`src/rtl/ksa_pipe_pkg.sv`:
```
// Shared types and helpers for the pipelined Kogge-Stone adder/subtractor.
package ksa_pkg;

  typedef struct packed {
    logic p;
    logic g;
  } pg_t;

  localparam logic KSA_ADD = 1'b0;
  localparam logic KSA_SUB = 1'b1;

  // Rank 0 plus one rank per group of prefix levels (the last group ends in the output rank).
  function automatic int ksa_nranks(input int width, input int lps);
    int l2;
    l2 = $clog2(width);
    return 1 + (l2 + lps - 1) / lps;
  endfunction

endpackage

```
`src/rtl/ksa_pipe_if.sv`:
```
// Operand/result handshake bundle for ksa_pipe.
interface ksa_pipe_if #(
  parameter int WIDTH = 16,
  parameter int TAG_W = 4
);
  logic             in_valid;
  logic             in_ready;
  logic [WIDTH-1:0] in_a;
  logic [WIDTH-1:0] in_b;
  logic             in_cin;
  logic             in_sub;
  logic [TAG_W-1:0] in_tag;
  logic             out_valid;
  logic             out_ready;
  logic [WIDTH-1:0] out_sum;
  logic             out_cout;
  logic             out_ovf;
  logic [TAG_W-1:0] out_tag;

  modport master (
    output in_valid, in_a, in_b, in_cin, in_sub, in_tag, out_ready,
    input  in_ready, out_valid, out_sum, out_cout, out_ovf, out_tag
  );

  modport slave (
    input  in_valid, in_a, in_b, in_cin, in_sub, in_tag, out_ready,
    output in_ready, out_valid, out_sum, out_cout, out_ovf, out_tag
  );
endinterface

```
`src/rtl/ksa_prefix_level.sv`:
```
// One combinational Kogge-Stone prefix level combining each bit with the bit DIST below it.
module ksa_prefix_level
  import ksa_pkg::*;
#(
  parameter int WIDTH = 16,
  parameter int DIST  = 1
) (
  input  pg_t [WIDTH-1:0] prev,
  output pg_t [WIDTH-1:0] next
);

  for (genvar i = 0; i < WIDTH; i++) begin : g_bit
    if (i >= DIST) begin : g_comb
      assign next[i].g = prev[i].g | (prev[i].p & prev[i-DIST].g);
      assign next[i].p = prev[i].p & prev[i-DIST].p;
    end else begin : g_pass
      assign next[i] = prev[i];
    end
  end

endmodule

```
`src/rtl/ksa_pipe.sv`:
```
// Pipelined Kogge-Stone adder/subtractor with global-stall valid/ready flow control.
module ksa_pipe
  import ksa_pkg::*;
#(
  parameter int WIDTH            = 16,
  parameter int LEVELS_PER_STAGE = 2,
  parameter int TAG_W            = 4
) (
  input logic      clk,
  input logic      rst_n,
  ksa_pipe_if.slave bus
);

  localparam int LOG2W = $clog2(WIDTH);
  localparam int NR    = ksa_nranks(WIDTH, LEVELS_PER_STAGE);
  localparam int NMID  = NR - 1;

  logic adv;
  logic out_valid_q;

  assign adv          = bus.out_ready | ~out_valid_q;
  assign bus.in_ready = adv;

  logic [WIDTH-1:0] b_eff;
  logic [WIDTH-1:0] praw;
  logic             c0;
  pg_t  [WIDTH-1:0] pg0;

  always_comb begin
    b_eff = bus.in_b ^ {WIDTH{bus.in_sub}};
    c0    = (bus.in_sub == KSA_SUB) ? 1'b1 : bus.in_cin;
    praw  = bus.in_a ^ b_eff;
    pg0   = '0;
    for (int i = 0; i < WIDTH; i++) begin
      pg0[i].p = praw[i];
      pg0[i].g = bus.in_a[i] & b_eff[i];
    end
    pg0[0].g = pg0[0].g | (pg0[0].p & c0);
  end

  // lv[k] is the output of prefix level k; st[k] feeds level k+1 (registered at rank boundaries).
  pg_t [LOG2W:0][WIDTH-1:0]   lv;
  pg_t [LOG2W-1:0][WIDTH-1:0] st;

  logic [NMID-1:0][WIDTH-1:0] sd_p;
  logic [NMID-1:0]            sd_c0;
  logic [NMID-1:0]            sd_v;
  logic [NMID-1:0][TAG_W-1:0] sd_tag;

  assign lv[0] = pg0;

  for (genvar k = 0; k < LOG2W; k++) begin : g_lvl
    if (k % LEVELS_PER_STAGE == 0) begin : g_rank
      localparam int R = k / LEVELS_PER_STAGE;

      logic [WIDTH-1:0] d_p;
      logic             d_c0;
      logic             d_v;
      logic [TAG_W-1:0] d_tag;

      pg_t  [WIDTH-1:0] q_pg;
      logic [WIDTH-1:0] q_p;
      logic             q_c0;
      logic             q_v;
      logic [TAG_W-1:0] q_tag;

      if (R == 0) begin : g_first
        assign d_p   = praw;
        assign d_c0  = c0;
        assign d_v   = bus.in_valid;
        assign d_tag = bus.in_tag;
      end else begin : g_next
        assign d_p   = sd_p[R-1];
        assign d_c0  = sd_c0[R-1];
        assign d_v   = sd_v[R-1];
        assign d_tag = sd_tag[R-1];
      end

      always_ff @(posedge clk or negedge rst_n) begin
        if (!rst_n) begin
          q_pg  <= '0;
          q_p   <= '0;
          q_c0  <= 1'b0;
          q_v   <= 1'b0;
          q_tag <= '0;
        end else if (adv) begin
          q_pg  <= lv[k];
          q_p   <= d_p;
          q_c0  <= d_c0;
          q_v   <= d_v;
          q_tag <= d_tag;
        end
      end

      assign st[k]     = q_pg;
      assign sd_p[R]   = q_p;
      assign sd_c0[R]  = q_c0;
      assign sd_v[R]   = q_v;
      assign sd_tag[R] = q_tag;
    end else begin : g_wire
      assign st[k] = lv[k];
    end

    ksa_prefix_level #(
      .WIDTH (WIDTH),
      .DIST  (1 << k)
    ) u_lvl (
      .prev (st[k]),
      .next (lv[k+1])
    );
  end

  logic [WIDTH-1:0] gfin;
  logic [WIDTH-1:0] pfin;
  logic [WIDTH-1:0] carry;
  logic [WIDTH-1:0] sum;
  logic             cout;
  logic             ovf;
  logic             unused_pfin;

  always_comb begin
    gfin = '0;
    pfin = '0;
    for (int i = 0; i < WIDTH; i++) begin
      gfin[i] = lv[LOG2W][i].g;
      pfin[i] = lv[LOG2W][i].p;
    end
    carry = {gfin[WIDTH-2:0], sd_c0[NMID-1]};
    sum   = sd_p[NMID-1] ^ carry;
    cout  = gfin[WIDTH-1];
    ovf   = carry[WIDTH-1] ^ cout;
  end

  // Group propagate of the last level is only needed inside the tree.
  assign unused_pfin = ^pfin;

  logic [WIDTH-1:0] out_sum_q;
  logic             out_cout_q;
  logic             out_ovf_q;
  logic [TAG_W-1:0] out_tag_q;

  always_ff @(posedge clk or negedge rst_n) begin
    if (!rst_n) begin
      out_valid_q <= 1'b0;
      out_sum_q   <= '0;
      out_cout_q  <= 1'b0;
      out_ovf_q   <= 1'b0;
      out_tag_q   <= '0;
    end else if (adv) begin
      out_valid_q <= sd_v[NMID-1];
      out_sum_q   <= sum;
      out_cout_q  <= cout;
      out_ovf_q   <= ovf;
      out_tag_q   <= sd_tag[NMID-1];
    end
  end

  assign bus.out_valid = out_valid_q;
  assign bus.out_sum   = out_sum_q;
  assign bus.out_cout  = out_cout_q;
  assign bus.out_ovf   = out_ovf_q;
  assign bus.out_tag   = out_tag_q;

endmodule

```
`src/flat_wrapper.sv`:
```
// flat-port wrapper written by rule: the top's interface ports become plain ports
module ksa_pipe_flat import ksa_pkg::*;
#(
  parameter int WIDTH            = 16,
  parameter int LEVELS_PER_STAGE = 2,
  parameter int TAG_W            = 4
)
  (clk, rst_n, bus_in_valid, bus_in_a, bus_in_b, bus_in_cin, bus_in_sub, bus_in_tag, bus_out_ready, bus_in_ready, bus_out_valid, bus_out_sum, bus_out_cout, bus_out_ovf, bus_out_tag);
  ksa_pipe_if #(.WIDTH(WIDTH), .TAG_W(TAG_W)) bus_i ();
  input logic clk;
  input logic rst_n;
  input wire logic [$bits(bus_i.in_valid)-1:0] bus_in_valid;
  input wire logic [$bits(bus_i.in_a)-1:0] bus_in_a;
  input wire logic [$bits(bus_i.in_b)-1:0] bus_in_b;
  input wire logic [$bits(bus_i.in_cin)-1:0] bus_in_cin;
  input wire logic [$bits(bus_i.in_sub)-1:0] bus_in_sub;
  input wire logic [$bits(bus_i.in_tag)-1:0] bus_in_tag;
  input wire logic [$bits(bus_i.out_ready)-1:0] bus_out_ready;
  output wire logic [$bits(bus_i.in_ready)-1:0] bus_in_ready;
  output wire logic [$bits(bus_i.out_valid)-1:0] bus_out_valid;
  output wire logic [$bits(bus_i.out_sum)-1:0] bus_out_sum;
  output wire logic [$bits(bus_i.out_cout)-1:0] bus_out_cout;
  output wire logic [$bits(bus_i.out_ovf)-1:0] bus_out_ovf;
  output wire logic [$bits(bus_i.out_tag)-1:0] bus_out_tag;
  assign bus_i.in_valid = bus_in_valid;
  assign bus_i.in_a = bus_in_a;
  assign bus_i.in_b = bus_in_b;
  assign bus_i.in_cin = bus_in_cin;
  assign bus_i.in_sub = bus_in_sub;
  assign bus_i.in_tag = bus_in_tag;
  assign bus_i.out_ready = bus_out_ready;
  assign bus_in_ready = bus_i.in_ready;
  assign bus_out_valid = bus_i.out_valid;
  assign bus_out_sum = bus_i.out_sum;
  assign bus_out_cout = bus_i.out_cout;
  assign bus_out_ovf = bus_i.out_ovf;
  assign bus_out_tag = bus_i.out_tag;
  ksa_pipe #(.WIDTH(WIDTH), .LEVELS_PER_STAGE(LEVELS_PER_STAGE), .TAG_W(TAG_W)) u_core (.clk(clk), .rst_n(rst_n), .bus(bus_i));
endmodule
```
`config.mk`:
```
export PLATFORM = sky130hd
export DESIGN_NAME = ksa_pipe_flat
export DESIGN_NICKNAME = d
export VERILOG_FILES = /design/src/rtl/ksa_pipe_pkg.sv /design/src/rtl/ksa_pipe_if.sv /design/src/rtl/ksa_prefix_level.sv /design/src/rtl/ksa_pipe.sv /design/src/flat_wrapper.sv
export SDC_FILE = /design/constraint.sdc
export NUM_CORES = 1
export LEC_CHECK = 0
export CAP_MARGIN = 40
export CORE_ASPECT_RATIO = 0.75
export CORE_MARGIN = 4
export CORE_UTILIZATION = 55
export CTS_CLUSTER_SIZE = 28
export DETAILED_ROUTE_END_ITERATION = 7
export GPL_ROUTABILITY_DRIVEN = 0
export PLACE_DENSITY = 0.88
export SKIP_CTS_REPAIR_TIMING = 1
export SLEW_MARGIN = 20
export SYNTH_ARGS = -nofsm -noshare
export SYNTH_HDL_FRONTEND = slang
export SYNTH_SLANG_ARGS = --single-unit
```
`constraint.sdc`:
```
create_clock -name clk -period 1.8 [get_ports clk]
set_clock_uncertainty 0.05 [all_clocks]
set_input_delay 0.18 -clock clk [delete_from_list [all_inputs] [get_ports clk]]
set_output_delay 0.18 -clock clk [all_outputs]
set_load 0.01 [all_outputs]
```
# Word-level counts from Yosys, hierarchy flattened

Index checks and enable logic that the tools add are counted.
W data, S select, Z words.

Logic and storage cells: 229
Output and inout bits: 24
Bits of input ports: 42
Bits in registers: 126

Muxes and demuxes: 1
Bitwise gates (word level): 156

Operator list:

| kind             | number |
|---|---|
| $and A1 B1 Y1    | 100 |
| $or A1 B1 Y1     | 51 |
| $xor A16 B16 Y16 | 3 |
| $mux W1          | 1 |
| $not A1 Y1       | 1 |
| $xor A1 B1 Y1    | 1 |

# Logic depth before layout (Yosys ltp)

Gate-level depths: netlist of run 1.

Depth in word-level cells: 5
Gate-level depth with buffers: 7
Depth with buffers taken out: 4

# Hierarchy

A second synthesis of run 1 with hierarchy kept.

Cell total of the unflattened synthesis: 428
Area total of the unflattened synthesis: 5856.9 um^2

By module, submodules not included:

| module                                   | area each (um^2) | times used | cells each | sequential area each (um^2) |
|---|---|---|---|---|
| ksa_pipe                                 | 4934.7           | 1          | 300        | 2877.8 |
| ksa_prefix_level (u_core.g_lvl[3].u_lvl) | 240.2            | 1          | 32         | 0.0 |
| ksa_prefix_level (u_core.g_lvl[2].u_lvl) | 231.5            | 1          | 32         | 0.0 |
| ksa_prefix_level (u_core.g_lvl[1].u_lvl) | 226.5            | 1          | 32         | 0.0 |
| ksa_prefix_level (u_core.g_lvl[0].u_lvl) | 224.0            | 1          | 32         | 0.0 |

# Least setup slack after synthesis of run 1

OpenSTA, ideal clock, no wires.

Path kind: register to register
Start: reg u_core.out_valid_q, in the netlist u_core.bus.out_valid
End: reg u_core.g_lvl[2].g_rank.q_pg[28] in the netlist's numbering
Path slack: 541 ps
Data arrival time: 1081 ps
Required time: 1622 ps
Buffers on the path: 2
Cell stages (with the launch flop): 6
Library setup time: 128 ps
Clock period less this slack: 1259 ps
Cell sequence: dfrtp_1 -> nor2b_4 -> buf_6 -> buf_6 -> a2111oi_2 -> nor2_1

Word-level cells in the longest chain between the ends: 2

Ends and longest elaborated chain:

| item                   | RTL line        | text |
|---|---|---|
| from (decl)            | ksa_pipe.sv:19  | `logic out_valid_q;` |
| from (signal assigned) | ksa_pipe.sv:150 | `out_valid_q <= sd_v[NMID-1];` |
| $not A1 Y1             | ksa_pipe.sv:21  | `assign adv = bus.out_ready \| ~out_valid_q;` |
| $or A1 B1 Y1           | ksa_pipe.sv:21  |  |
| to (signal assigned)   | ksa_pipe.sv:87  | `q_pg <= lv[k];` |
| to (decl)              | ksa_pipe.sv:61  | `pg_t [WIDTH-1:0] q_pg;` |

Every way passes these cells.
A chain may end at the register's enable or synchronous reset.

# Worst setup path in the final report of run 1

Start: reg u_core.out_valid_q, in the netlist u_core.bus.out_valid
End: out bus_in_ready

Word-level cells in the longest chain between the ends: 2

Ends and longest elaborated chain:

| item         | RTL line           | text |
|---|---|---|
| $not A1 Y1   | ksa_pipe.sv:21     |  |
| $or A1 B1 Y1 | ksa_pipe.sv:21     |  |
| to (decl)    | flat_wrapper.sv:19 | `output wire logic [$bits(bus_i.in_ready)-1:0] bus_in_ready;` |

Every way passes these cells.

==> results of run 1 <==
layer usage:
layer / wire length, um / up-vias
met2: 4580 / 150
met5: 0 / -
li1: - / 1817
met3: 743 / 8
met1: 5110 / 1739
met4: 52 / 0
power by group:
| part | internal, uW | switching, uW |
|---|---|---|
| Sequential | 3360 | 687 |
| Clock | 939 | 899 |
| Combinational | 1440 | 1480 |
| Total | 5740 | 3070 |
final cells by class:
type / count / area, um2
inverter: 2 / 10.0
clock inverter: 6 / 46.3
multi-input combinational: 386 / 2030
clock buffer: 9 / 225
tap: 108 / 135
sequential: 111 / 2780
timing repair buffer: 73 / 761
fill: 668 / 2650
worst register-to-register path: stages (launching register included):
cell and delay [ps]:
dfrtp_1 380, nor2b_4 150, inv_4 70, buf_4 360
o211ai_1 190, o21a_1 130
registers in the layout, indices dropped and copies added (netlist names):
| name | count |
|---|---|
| u_core.g_lvl.g_rank.q_pg | 44 |
| u_core.g_lvl.g_rank.q_p | 32 |
| u_core.bus.out_sum | 16 |
| u_core.g_lvl.g_rank.q_tag | 8 |
| u_core.bus.out_tag | 4 |
| u_core.g_lvl.g_rank.q_c0 | 2 |
| u_core.g_lvl.g_rank.q_v | 2 |
| u_core.bus.out_cout | 1 |
| u_core.bus.out_ovf | 1 |
| u_core.bus.out_valid | 1 |
cells in the final DEF, fill, tap and decap left out:
master           netlist  routed
a2111oi_2              2       2
a21o_1                10      10
a21oi_1               23      23
a31o_1                 3       3
a31o_4                 1       1
a31oi_1                2       2
buf_12                 0       4
buf_4                  6       4
clkbuf_16              0       9
clkdlybuf4s50_1        0      64
clkinv_2               0       1
clkinv_4               0       2
clkinvlp_4             0       2
dfrtp_1              111     111
dlygate4sd3_1          0       1
ha_1                  16      16
inv_1                  1       1
inv_4                  1       1
inv_6                  0       1
mux2_4                 1       1
nand2_1              224     224
nand2b_1               2       2
nand3_1                3       3
nor2_1                21      21
nor2b_4                1       1
nor3_1                 1       1
o211ai_1               9       9
o21a_1                 9       9
o21ai_0               10      10
o21ai_1                6       6
o31ai_1                9       9
xnor2_1               13      13
xor2_1                20      20
final timing paths:
kind | slack [ps] | from | endpoint
setup reg to reg | 370 | u_core.bus.out_valid | u_core.g_lvl[2].g_rank.q_pg[20]
hold reg to reg | 410 | u_core.g_lvl[2].g_rank.q_v | u_core.g_lvl[2].g_rank.q_v
max in group asynchronous | 870 | rst_n | u_core.g_lvl[0].g_rank.q_p[11]
min in group asynchronous | 390 | rst_n | u_core.bus.out_sum[14]
setup / recovery | 90 | u_core.bus.out_valid | bus_in_ready
hold / removal | 320 | bus_in_valid | u_core.g_lvl[0].g_rank.q_v
cell families (layout without fill, tap and decap cells):
family | count (synthesis) | in the layout | synth area share, %
flip-flops | 111 | 111 | 55.8
AO/OA/AOI/OAI | 84 | 84 | 11.2
buffers and inverters | 28 | 90 | 3.47
AND/OR/NAND/NOR | 252 | 252 | 19.4
XOR/XNOR | 33 | 33 | 5.80
multiplexers | 1 | 1 | 0.301
adder cells (fa/ha/maj) | 16 | 16 | 4.02
metrics by stage:
step / total power [uW] / hold slack [ps] / utilization [%]
after floorplan: 5800 / -166 / -
after global placement: 6830 / 243 / 66.0
after detailed placement: 7000 / 256 / 66.0
after CTS: 8840 / -111 / 69.2
after global routing: 9400 / 323 / 69.3
final: 8800 / 319 / 69.3
==> results.yml, run 1 <==
synthesis:
  synth.most_common_cell: "nand2_1"
  synth_area_leaders: "dfrtp_1, nand2_1, ha_1, xor2_1, a21oi_1"
  ys_ff_latch: 111
  yosysTopAreaCellShare_pct: 55.8
  synthCells: 525
  synth.distinct_cells: 28
  synth_edf_count: 0
  ys_warn_count: 0
  synth_ff_type: "dfrtp_1"
  netlist_top_cells_count: "nand2_1, dfrtp_1, a21oi_1"
  yosysTopAreaCell: "dfrtp_1"
  synthArstFlopShare_pct: 100
  syn_area_mm2: 0.00498
  ys_seq_area_share_pct: 55.8
  syn_avg_cell_area_um2: 9.49
  syn_nets: 583
clock_network:
  cts_root_buf: "clkbuf_16"
  cts_max_level: 3
  clkTransAtPathRegs_ps: 80
  clockBufferDepth: 2
  clock-sinks: 111
  cts_tree: "yes"
  insertion_delay_ps: 350
  cts_buffers: 9
global_route:
  grt_pass1_vias: 3715
  overflow: 0
  global_route.usage.met2_pct: 29.8
  grtUsageMet1_pct: 30.5
  grtUsageMet3_pct: 5.70
  grt_antenna_before_repair: 0
  busiest_layer: "met1"
  grt_start_max_net_pins: 112
  grtUsageTotal_pct: 20.4
  grt_pass1_wl_um: 17800
timing:
  final_hold_viol_count: 0
  period_minus_slack_ps: 1710
  tightest_slew_ps: 576
  max_freq_ghz: 0.586
  postLayoutSetupSlackWorst_ps: 94.8
  slew_headroom_pct: 61.6
  rsz0062_at_grt: "no"
  min_period_over_period_pct: 94.7
  setup_tns_ps: 0
  setup_viol_count_final: 0
  finalMaxSlewViolations: 0
placed_design:
  dp.cells: 679
  dp_hpwl_um: 7270
  dp_slack_ps: 88.1
  place_area_mm2: 0.00570
  io_buffer_count: 65
final_layout:
  stdcell_count: 695
  area_growth_pct: 20.2
  nets: 641
  final_cell_area_mm2: 0.00598
  drive_above_1_share_pct: 4.94
  diodes: 0
detailed_routing:
  routed-via-count: 3714
  drc: 0
  viasPerCell: 5.34
  wl_um: 10500
  dr.pass1.iters: 5
  post_drt_wl_per_cell_um: 15.1
  drtIter0Drc: 328
  antenna_left: 0
worst_setup_path:
  worstRegToRegCells: 5
  cp.arrival_ps: 1480
  crit_buf_inv: 2
  critical_path.cell_chain: "nor2b_4 > inv_4 > clkdlybuf4s50_1"
  path_class: "reg2out"
  cp.depth: 3
  critPathLaunchType: "register"
  slowest_delay_ps: 530
  critPathTopFamily: "buffers and inverters"
  endpoint_kind: "primary output"
  cp.required_ps: 1570
  cp_max_fo: 4
  critPathSlowestCell: "clkdlybuf4s50_1"
die:
  ioPinCount: 66
  die_area_mm2: 0.0107
  core_region_area_mm2: 0.00864
  start_util_pct: 57.7
  die_h_um: 90.4
  fp.dieW_um: 118
  rows: 29
flow_run:
  drv_cap: 0
power:
  power.density_mw_per_mm2: 1470
  worst_ir_drop_vdd_mv: 0.641
  p_leak_uw: 0.00288
run_status:
  status: "completed"
worst_hold_path:
  whs_path_depth: 3
  hp-class: "in2reg"
Power figures use the tool's default switching activity.
==> run 2, diff against run 1 <==
- CAP_MARGIN: 40 -> unset
- PLACE_DENSITY: 0.88 -> 0.86
- SYNTH_HIERARCHICAL: unset -> 1
==> run 2 against run 1 <==
  * Via count shrank 17%
  * Non-clock buffer count shrank 1
  * Clock-buffer cell count grew 5
  * Final cell count shrank 17%
  * Register-to-register slack lost 60 ps
  * Sequential cell count is the same
  * Fmax grew 9.5%
  * Die area grew 9.4%
  * Combinational power grew 15%
  * Critical endpoint is now bus_out_valid
  * Largest power group unchanged
  * Highest routed layer unchanged
==> results.yml, run 2 <==
power:
  switching_share_pct: 29.8
  p_leak_uw: 0.00321
  switching_power_uw: 2770
  power.total_uw: 9280
  intPower_uw: 6510
  power.density_mw_per_mm2: 1430
  worst_ir_drop_vdd_mv: 0.842
  p_comb_share_pct: 36.3
  share_seq_of_total_power_pct: 43.7
  p_clk_share_pct: 20.1
flow_run:
  drv_cap: 0
timing:
  whs_ps: 217
  max_freq_ghz: 0.642
  slew_headroom_pct: 76.7
  min_period_over_period_pct: 86.5
  rsz0062_at_grt: "no"
  period_minus_slack_ps: 1560
  tightest_slew_ps: 350
  setup_tns_ps: 0
  setup_viol_count_final: 0
  finalMaxSlewViolations: 0
  final_hold_viol_count: 0
placed_design:
  dp_hpwl_um: 7200
  io_buffer_count: 65
  place_area_mm2: 0.00619
global_route:
  grt_pass1_wl_um: 17100
  overflow: 0
  grt_start_max_net_pins: 59
  grt_antenna_before_repair: 0
  grt_pass1_vias: 3377
  grtUsageTotal_pct: 18.9
final_layout:
  area_growth_pct: 18.0
  final_cell_area_mm2: 0.00648
  layout_commonest_cell: "dfrtp_1"
  layout_common_cells: "dfrtp_1, mux2_2, clkdlybuf4s50_1"
  diodes: 0
  largest_reg_flops: 45
  drive_above_1_share_pct: 30.1
  nets: 501
  post-route-util_pct: 66.8
  largest_register: "u_core/g_lvl.g_rank.q_pg"
detailed_routing:
  viasPerCell: 5.31
  dr.pass1.iters: 4
  wl_um: 10100
  antenna_left: 0
  routed-via-count: 3080
  drtIter0Drc: 135
  post_drt_wl_per_cell_um: 17.4
  drc: 0
die:
  fp.dieW_um: 123
  die_area_mm2: 0.0117
  rows: 31
  ioPinCount: 66
  start_util_pct: 56.6
  core_region_area_mm2: 0.00970
  die_h_um: 94.5
worst_setup_path:
  cp.arrival_ps: 1330
  crit_buf_inv: 1
  cp_max_fo: 4
  cp.required_ps: 1570
  critPathLaunchType: "register"
  critPathTopFamily: "buffers and inverters"
  critPathSlowestCell: "clkdlybuf4s50_1"
  endpoint_kind: "primary output"
  slowest_delay_ps: 560
  path_class: "reg2out"
  critical_path.cell_chain: "clkdlybuf4s50_1"
clock_network:
  clkTransAtPathRegs_ps: 70
  clock-sinks: 111
  cts_buffers: 9
  clockBufferDepth: 2
  cts_max_level: 3
  insertion_delay_ps: 340
  cts_tree: "yes"
  cts_root_buf: "clkbuf_16"
run_status:
  status: "completed"
synthesis:
  synthCells: 390
  syn_avg_cell_area_um2: 14.1
  syn_area_mm2: 0.00549
  ys_warn_count: 6
  syn_nets: 448
worst_hold_path:
  hp-class: "in2async"
## run 2: layout make-up
| cell class | count | area [um2] |
|---|---|---|
| clock inverter | 2 | 15.0 |
| clock buffer | 14 | 264 |
| tap | 132 | 165 |
| multi-input combinational | 248 | 2480 |
| fill | 735 | 3220 |
| timing repair buffer | 72 | 768 |
| sequential | 111 | 2780 |
| inverter | 1 | 3.75 |
## run 2: metal layers
layer | vias to the layer above | GRT usage, % | part of all wire [%]
li1 | 1454 | - | -
met1 | 1564 | 25.6 | 48
met2 | 54 | 30.7 | 48
met3 | 8 | 5.09 | 3.7
met4 | 0 | 4.06 | 0.58
met5 | - | 0 | 0
## run 2: final timing paths
check / from / end / slack, ps / cells past startpoint
worst min register to register: u_core/g_lvl[2].g_rank.q_v / u_core/bus.out_valid / 430 / 1
worst max register to register: u_core/g_lvl[2].g_rank.q_pg[2] / u_core/bus.out_sum[14] / 310 / 4
worst min-delay path: rst_n / u_core/bus.out_sum[4] / 220 / 2
min in group clk: bus_in_tag[3] / u_core/g_lvl[0].g_rank.q_tag[3] / 410 / 2
max in group asynchronous: rst_n / u_core/g_lvl[2].g_rank.q_pg[22] / 880 / 3
worst max-delay path: u_core/bus.out_valid / bus_out_valid / 240 / 1
## run 2: per-stage QoR
stage / std cells / worst slack, ps
6_report: 580 / 242
5_1_grt: 580 / 189
4_1_cts: 579 / -2.53
3_5_place_dp: 563 / 16.1
3_3_place_gp: 563 / 60.3
2_1_floorplan: 390 / 342
## run 2: power by group through the flow
stage               logic, uW  clock network, uW  registers [uW]
detailed placement       3370                  0            4100
finish                   3370               1860            4050
CTS                      3410               1910            4060
global route             3670               2010            4180
global placement         3260                  0            4040
floorplan                2440                  0            3990
